$ cat src/rtl/game_pkg.sv
// Shared definitions for the player-control front end and its consumers.
package game_pkg;

  // Number of slide switches; first_step sizes its inputs from this too.
  localparam int NUM_SW = 4;

  // Default debounce window: 10 ms at 25 MHz, and a counter wide enough to hold it.
  localparam int DEBOUNCE_CYC_DEF = 250000;
  localparam int CNT_W_DEF        = 18;

  // Default select auto-repeat timing: 0.5 s to first repeat, then every 0.2 s.
  localparam int REPEAT_DELAY_DEF  = 12500000;
  localparam int REPEAT_PERIOD_DEF = 5000000;

  // Per-channel debounce FSM encoding.
  typedef enum logic {
    STABLE  = 1'b0,
    QUALIFY = 1'b1
  } chan_state_e;

endpackage

$ cat src/rtl/debounce_channel.sv
// One input channel: 2-flop synchroniser, then a qualify counter that only
// accepts a new level after DEBOUNCE_CYC consecutive cycles of disagreement.
// rise/fall are single-cycle pulses aligned with the level update.
module debounce_channel
  import game_pkg::*;
#(
  parameter int DEBOUNCE_CYC = DEBOUNCE_CYC_DEF,
  parameter int CNT_W        = CNT_W_DEF
) (
  input  logic clk25MHz,
  input  logic rst,
  input  logic din,
  output logic level,
  output logic rise,
  output logic fall
);

  localparam logic [CNT_W-1:0] CNT_LAST = CNT_W'(DEBOUNCE_CYC - 1);

  logic             sync1_q, sync2_q;
  chan_state_e      state_q, state_d;
  logic [CNT_W-1:0] cnt_q, cnt_d;
  logic             level_q, level_d;
  logic             rise_q, rise_d;
  logic             fall_q, fall_d;

  // Synchroniser: straight flop-to-flop, nothing in between.
  always_ff @(posedge clk25MHz) begin
    if (rst) begin
      sync1_q <= 1'b0;
      sync2_q <= 1'b0;
    end else begin
      sync1_q <= din;
      sync2_q <= sync1_q;
    end
  end

  // Next state: any return to the accepted level before the window closes
  // throws the qualification away; the compare bounds the counter.
  always_comb begin
    state_d = state_q;
    cnt_d   = cnt_q;
    level_d = level_q;
    rise_d  = 1'b0;
    fall_d  = 1'b0;
    case (state_q)
      STABLE: begin
        cnt_d = '0;
        if (sync2_q != level_q) begin
          state_d = QUALIFY;
          cnt_d   = CNT_W'(1);
        end
      end
      QUALIFY: begin
        if (sync2_q == level_q) begin
          state_d = STABLE;
          cnt_d   = '0;
        end else if (cnt_q == CNT_LAST) begin
          state_d = STABLE;
          cnt_d   = '0;
          level_d = sync2_q;
          rise_d  = sync2_q;
          fall_d  = ~sync2_q;
        end else begin
          cnt_d = cnt_q + CNT_W'(1);
        end
      end
      default: begin
        state_d = STABLE;
        cnt_d   = '0;
      end
    endcase
  end

  // State, counter, level and pulse registers.
  always_ff @(posedge clk25MHz) begin
    if (rst) begin
      state_q <= STABLE;
      cnt_q   <= '0;
      level_q <= 1'b0;
      rise_q  <= 1'b0;
      fall_q  <= 1'b0;
    end else begin
      state_q <= state_d;
      cnt_q   <= cnt_d;
      level_q <= level_d;
      rise_q  <= rise_d;
      fall_q  <= fall_d;
    end
  end

  assign level = level_q;
  assign rise  = rise_q;
  assign fall  = fall_q;

endmodule

$ cat src/rtl/input_conditioner.sv
// Player-control front end: debounces NUM_SW switches plus the select button
// in the clk25MHz domain and produces clean levels and event pulses.
// Optional macro SELECT_REPEAT_EN adds auto-repeat pulses while select is held.
module input_conditioner
  import game_pkg::*;
#(
  parameter int NUM_SW        = game_pkg::NUM_SW,
  parameter int DEBOUNCE_CYC  = DEBOUNCE_CYC_DEF,
  parameter int CNT_W         = CNT_W_DEF,
  parameter int REPEAT_DELAY  = REPEAT_DELAY_DEF,
  parameter int REPEAT_PERIOD = REPEAT_PERIOD_DEF
) (
  input  logic              clk25MHz,
  input  logic              rst,
  input  logic [NUM_SW-1:0] switches,
  input  logic              select_button,
  output logic [NUM_SW-1:0] sw_stable,
  output logic [NUM_SW-1:0] sw_change,
  output logic              select_level,
  output logic              select_pulse
);

  localparam int NCH = NUM_SW + 1;  // top channel is the select button

  // Elaboration-time sanity on the timing parameters.
  if (DEBOUNCE_CYC < 2 || (2 ** CNT_W) <= DEBOUNCE_CYC) begin : g_bad_cnt
    $error("input_conditioner: CNT_W too narrow or DEBOUNCE_CYC < 2");
  end
  if (REPEAT_PERIOD < 1 || REPEAT_PERIOD > REPEAT_DELAY) begin : g_bad_rep
    $error("input_conditioner: need 1 <= REPEAT_PERIOD <= REPEAT_DELAY");
  end

  logic [NCH-1:0] din, lvl, rise, fall;
  logic           unused_sel_fall;

  assign din = {select_button, switches};

  for (genvar i = 0; i < NCH; i++) begin : g_ch
    debounce_channel #(
      .DEBOUNCE_CYC (DEBOUNCE_CYC),
      .CNT_W        (CNT_W)
    ) u_ch (
      .clk25MHz (clk25MHz),
      .rst      (rst),
      .din      (din[i]),
      .level    (lvl[i]),
      .rise     (rise[i]),
      .fall     (fall[i])
    );
  end

  assign sw_stable       = lvl[NUM_SW-1:0];
  assign sw_change       = rise[NUM_SW-1:0] | fall[NUM_SW-1:0];
  assign select_level    = lvl[NUM_SW];
  assign unused_sel_fall = fall[NUM_SW];  // release never generates a pulse

`ifdef SELECT_REPEAT_EN
  // hold_q counts cycles since the press pulse; it is reloaded after each
  // repeat so the next fire lands REPEAT_PERIOD cycles later.
  localparam int               HOLD_W      = $clog2(REPEAT_DELAY + 1);
  localparam logic [HOLD_W-1:0] HOLD_FIRE   = HOLD_W'(REPEAT_DELAY - 1);
  localparam logic [HOLD_W-1:0] HOLD_RELOAD = HOLD_W'(REPEAT_DELAY - REPEAT_PERIOD);

  logic [HOLD_W-1:0] hold_q, hold_d;
  logic              rep_q, rep_d;

  // Hold counter runs only while the debounced level is high; it is zero in
  // the press cycle, so a repeat can never coincide with the press pulse.
  always_comb begin
    hold_d = hold_q;
    rep_d  = 1'b0;
    if (!lvl[NUM_SW]) begin
      hold_d = '0;
    end else if (hold_q == HOLD_FIRE) begin
      hold_d = HOLD_RELOAD;
      rep_d  = 1'b1;
    end else begin
      hold_d = hold_q + HOLD_W'(1);
    end
  end

  // Hold counter and repeat pulse registers.
  always_ff @(posedge clk25MHz) begin
    if (rst) begin
      hold_q <= '0;
      rep_q  <= 1'b0;
    end else begin
      hold_q <= hold_d;
      rep_q  <= rep_d;
    end
  end

  assign select_pulse = rise[NUM_SW] | rep_q;
`else
  assign select_pulse = rise[NUM_SW];
`endif

endmodule

$ cat config.mk
export PLATFORM = sky130hd
export DESIGN_NAME = input_conditioner
export DESIGN_NICKNAME = d
export VERILOG_FILES = /design/src/rtl/game_pkg.sv /design/src/rtl/debounce_channel.sv /design/src/rtl/input_conditioner.sv
export SDC_FILE = /design/constraint.sdc
export NUM_CORES = 1
export LEC_CHECK = 0
export CORE_MARGIN = 2
export CORE_UTILIZATION = 60
export DETAILED_ROUTE_END_ITERATION = 7
export PLACE_DENSITY = 0.77
export SETUP_SLACK_MARGIN = 0.5
export SYNTH_ARGS = -nofsm -noshare
export SYNTH_HDL_FRONTEND = slang
export SYNTH_SLANG_ARGS = --single-unit
$ cat constraint.sdc
create_clock -name clk25MHz -period 5.1 [get_ports clk25MHz]
set_input_delay 1.02 -clock clk25MHz [delete_from_list [all_inputs] [get_ports clk25MHz]]
set_output_delay 1.02 -clock clk25MHz [all_outputs]
set_load 0.01 [all_outputs]
# After elaboration in Yosys (flattened, before gate mapping)
# Cells that the tools add are included.
# classes
add_sub_neg,5
mul,0
div,0
order_cmp,0
n_eq_ne,15
n_shift,0
mux,40
bitwise_logic,20
n_reduce_logical,10
# op_table
cell,n
$mux 18,10
$pmux 18 s2,5
$add 18x1->18 const B,5
$eq 18x18->1 const B,5
$mux 1,20
$reduce_or 4->1,5
$not 1->1,19
$reduce_and 3->1,5
$pmux 1 s2,5
$eq 1x1->1,5
$ne 1x1->1,5
$or 4x4->4,1
# word_totals
regBits,119
latchBits,0
mem_bits_rw,0
rom_bits,0
input_bits,7
out_inout_bits,10
elab_cells,124
n_memories,0

# Logic depth before layout (Yosys ltp)
# depth
ltp_word,4
ltp_mapped,7
ltp_nobuf,5

# Modules after synthesis
# From an unflattened synthesis, not the netlist that was laid out.
# unflattened
cells_unflattened,563
hier_area_um2,5273.8
# by_module_without_submodules
module,n_inst,cells_per_inst,area_each_um2,seq_area_each_um2
debounce_channel at g_ch[0].u_ch ...,4,111,1054.8,480.5
debounce_channel at g_ch[4].u_ch,1,115,1029.7,480.5
input_conditioner,1,4,25.0,0.0

# Worst setup path after synthesis
# OpenSTA, ideal clock, no wires.
# synth_path
kind,register -> register
start,register g_ch[0].u_ch.cnt_q[9]
end,register g_ch[0].u_ch.cnt_q[10]
arrival_time_ns,1.868
path_slack_ns,3.117
path_stages_with_launch,6
n_path_buf,1
synth_period_minus_slack_ns,1.983
cell_sequence,dfxtp_1 or4_1 or4_4 o211ai_4 buf_6 nor2_1
# synth_between
elab_chain_cells,4
# synth_lines
element,line,rtl
"start, declared",debounce_channel.sv:22,"logic [CNT_W-1:0] cnt_q, cnt_d;"
"start signal, assigned",debounce_channel.sv:85,cnt_q <= cnt_d;
$add 18x1->18 / $eq 18x18->1 (equally long branches),"debounce_channel.sv:65, debounce_channel.sv:58",
$mux 18 *,debounce_channel.sv:58,end else if (cnt_q == CNT_LAST) begin
$mux 18 *,debounce_channel.sv:55,if (sync2_q == level_q) begin
$pmux 18 s2 *,debounce_channel.sv:46,case (state_q)
# Mark *: on every way between the ends. The rest lies on a longest branch, timed or not.
# A chain may end at the register's enable or synchronous reset.

# Final worst setup path
# layout_path
start,register g_ch[1].u_ch.fall_q
end,output port sw_change[1]
# layout_between
elab_chain_cells,1
# layout_lines
element,line,rtl
"start, declared",debounce_channel.sv:25,"logic fall_q, fall_d;"
"start signal, assigned",debounce_channel.sv:88,fall_q <= fall_d;
$or 4x4->4,input_conditioner.sv:53,assign sw_change = rise[NUM_SW-1:0] | fall[NUM_SW-1:0];
"end, declared",input_conditioner.sv:18,"output logic [NUM_SW-1:0] sw_change,"
# Every way passes these cells.

==> flow_metrics.py <==
metrics = {
    "clock_tree": {
        "clkSinkCount": 119,
        "htreeDepth": 4,
        "postCtsSetupBuffers": 0,
        "clkLatencyLatePin_ps": 510,
        "clk_pin_slew_ps": 60,
        "root_buffer": "clkbuf_8",
        "cts_buffer_depth": 2,
        "cts_tree": "built",
        "cts_buffers": 17,
        "post_cts_resized": 0,
        "cts_hold_repair.buffers": 0,
    },
    "min_path": {
        "hold_path_depth": 1,
        "hold_start": "g_ch[1].u_ch.sync1_q",
        "min_path_type": "reg2reg",
        "whs_endpoint": "g_ch[1].u_ch.sync2_q",
    },
    "yosys": {
        "async_reset_ff_share_pct": 0,
        "yosys.area_share.xor_xnor_pct": 11.82,
        "synthMuxAreaShare_pct": 0.5790,
        "yosys.area.top_type": "dfxtp_1",
        "synth_cell_types": 51,
        "ys.warnings.count": 0,
        "synth_top_area_share_pct": 45.93,
        "syn_area_per_cell_um2": 8.820,
        "synth_simple_gate_area_share_pct": 31.00,
        "synth_fa_ha_area_share_pct": 1.206,
        "ys_seq_area_share_pct": 45.93,
        "synth-seq-cells": 119,
        "synth_flop_cell": "dfxtp_1",
        "synth_compound_gate_area_share_pct": 5.452,
        "synth_edf_count": 0,
        "syn-cell-area_um2": 5186,
        "synth_fp_nets": 600,
        "netlist_top_cells_area": "dfxtp_1 (46%), xnor2_1 (9.8%), nor2_1 (6.6%), nand3_1 (3.5%), nand4_1 (2.9%)",
        "synth_top_family_by_area": "simple AND/OR/NAND/NOR gates",
        "synthCells": 588,
    },
    "sta": {
        "hold_slack_ps": 438.9,
        "hold_violations": 0,
        "max_freq_mhz": 384.1,
        "max_slew.worst_pin.slew_ps": 1128,
        "finalCriticalPeriod_ps": 2604,
        "fin_tns_setup_ps": 0,
        "finalClockSkew_ps": 9.388,
        "finalCritPeriodShare_pct": 51.05,
        "slew_headroom_pct": 24.27,
        "setup_viol": 0,
        "slew_viol_final": 0,
        "rsz0062_at_grt": "no",
    },
    "placed_design": {
        "placed_cell_area_um2": 5386,
        "place.gp.congestion": 0.8216,
        "dp_cells": 695,
        "io_buffers": 16,
        "hpwl_um": 6588,
    },
    "final_layout": {
        "nNetsFinal": 621,
        "design_area_um2": 6007,
        "antenna_cells": 0,
        "area_delta_synth_final_pct": 15.83,
        "drive_above_1_share_pct": 8.360,
        "stdcell_count": 727,
        "final_core_util_pct": 72.38,
    },
    "floorplanning": {
        "io_pins": 17,
        "die_width_um": 96.97,
        "core_um2": 8299,
        "fp.dieH_um": 96.97,
        "row_count": 33,
        "die_area_um2": 9403,
        "start_util_pct": 62.49,
    },
    "routing": {
        "drc": 0,
        "routed_wirelength_um": 9933,
        "routed_via_density": 5.706,
        "drtIter0Drc": 198,
        "ant_nets": 0,
        "post_drt_wl_per_cell_um": 13.66,
        "vias": 4148,
        "dr.pass1.iters": 5,
    },
    "pwr": {
        "peakVddDrop_uv": 216.9,
        "powerDensity_nw_per_um2": 365.4,
        "clkPwrFrac_pct": 56.3,
        "leakagePower_uw": 0.001739,
        "p_sw_uw": 431.4,
        "sw_frac_of_total_pct": 19.66,
        "power.share.sequential_pct": 42.8,
        "pwr-share-comb_pct": 0.9,
        "p_int_uw": 1763,
    },
    "critical_path": {
        "cp.required_ps": 4080,
        "start_kind": "flip-flop",
        "criticalPathCategory": "reg2out",
        "r2r-start": "g_ch[2].u_ch.cnt_q[0]",
        "worstPathMaxFanout": 1,
        "arrival_ps": 1580,
        "ff2ff_path_depth": 5,
        "worstReg2RegEnd": "g_ch[2].u_ch.cnt_q[10]",
        "rrSetupSlack_ps": 2760,
        "crit_path_end_kind": "primary output",
    },
    "global_route": {
        "first_global_vias": 3929,
        "met3_usage_pct": 5.708,
        "track_usage_pct": 22.35,
        "gr-max-usage-layer": "met2",
        "grt_pass1_wl_um": 17480,
        "overflow": 0,
        "use_met1_pct": 28.28,
        "grt_antenna_before_repair": 0,
        "grt_max_degree": 37,
        "grt_use_met2_pct": 36.16,
    },
    "run_status": {
        "outcome": "complete, no violations",
    },
    "flow_run": {
        "cap_viol_max_count": 0,
    },
}
-- through the flow --
stage               setup WS [ps]  total power [µW]
floorplan                    3117             971.9
global placement             2381             978.0
detailed placement           2277             978.9
CTS                          2458              2212
global route                 2436              2258
finish                       2496              2195
-- routing by layer --
| metal | up-vias | share of wire (%) |
|---|---|---|
| li1 | 2093 | - |
| met1 | 1946 | 47 |
| met2 | 92 | 48 |
| met3 | 17 | 3.2 |
| met4 | 0 | 1.4 |
| met5 | - | 0 |
-- power by group through the flow --
stage | clock [µW] | combinational (µW) | sequential, µW
after floorplan | 0 | 13.1 | 959
after global placement | 0 | 18.3 | 960
after detailed placement | 0 | 19.1 | 960
after CTS | 1250 | 19.3 | 940
after global routing | 1300 | 21.5 | 940
final | 1240 | 19.2 | 940
-- logic make-up (layout without fill, tap and decap cells) --
group	Yosys count	count (layout)
XOR/XNOR	70	70
AND/OR/NAND/NOR	303	303
buffers and inverters	44	78
multiplexers	3	3
AO/OA/AOI/OAI	44	44
adder cells (fa/ha/maj)	5	5
flip-flops	119	119
-- state kept, by name, summed over array words and instances, names as in the netlist --
register           count
g_ch.u_ch.rise         5
g_ch.u_ch.state_q      5
g_ch.u_ch.cnt_q       90
g_ch.u_ch.level        5
g_ch.u_ch.fall         4
g_ch.u_ch.sync1_q      5
g_ch.u_ch.sync2_q      5
-- synthesized netlist by cell type, types with 5 or more instances --
cell and count:
a21oi_1 18, dfxtp_1 119, nand2_1 23, xor2_1 12
xnor2_1 58, nor3_1 29, and3_1 8, nand2b_1 5
or4_1 5, nor4b_1 10, inv_1 29, buf_4 6
ha_1 5, o21ai_0 10, clkbuf_1 5, or3_1 8
nand3_1 36, nor2_1 91, nor4_1 24, or2_2 7
nand4_1 24, nor2b_1 12
-- layout make-up --
| class | count | area [µm²] |
|---|---|---|
| multi-input combinational | 425 | 2596 |
| sequential | 119 | 2382 |
| fill | 606 | 2292 |
| clock buffer | 20 | 445.4 |
| clock inverter | 12 | 175.2 |
| timing repair buffer | 17 | 167.7 |
| tap | 105 | 131.4 |
| inverter | 29 | 108.9 |
-- worst max path at each step --
stage,start,to,depth (start not counted)
after floorplan,g_ch[0].u_ch.cnt_q[9],g_ch[0].u_ch.cnt_q[10],5
after global placement,rst,g_ch[4].u_ch.cnt_q[2],5
after detailed placement,rst,g_ch[4].u_ch.cnt_q[5],5
final,g_ch[1].u_ch.fall,sw_change[1],2
after CTS,g_ch[1].u_ch.fall,sw_change[1],2
after global routing,g_ch[3].u_ch.fall,sw_change[3],2
-- worst max-delay path, cell delays in order, from the launching register on --
cell and delay, ps:
dfxtp_1 300, or2_2 300, clkdlybuf4s50_1 480
-- placed cells by master (no fill, tap or decap), drive strengths merged, types with 5 or more instances in the layout --
cell	instances
and3	8
nor3	30
ha	5
nand4	24
xnor2	58
o21ai	13
nor4	24
inv	29
a21oi	18
nor4b	10
or2	8
nor2b	12
nand2b	5
xor2	12
nor2	92
or3	8
clkbuf	20
dfxtp	119
nand3	36
or4	7
clkdlybuf4s50	16
clkinv	5
nand2	23
No activity file was read; power rests on OpenSTA's default activity.
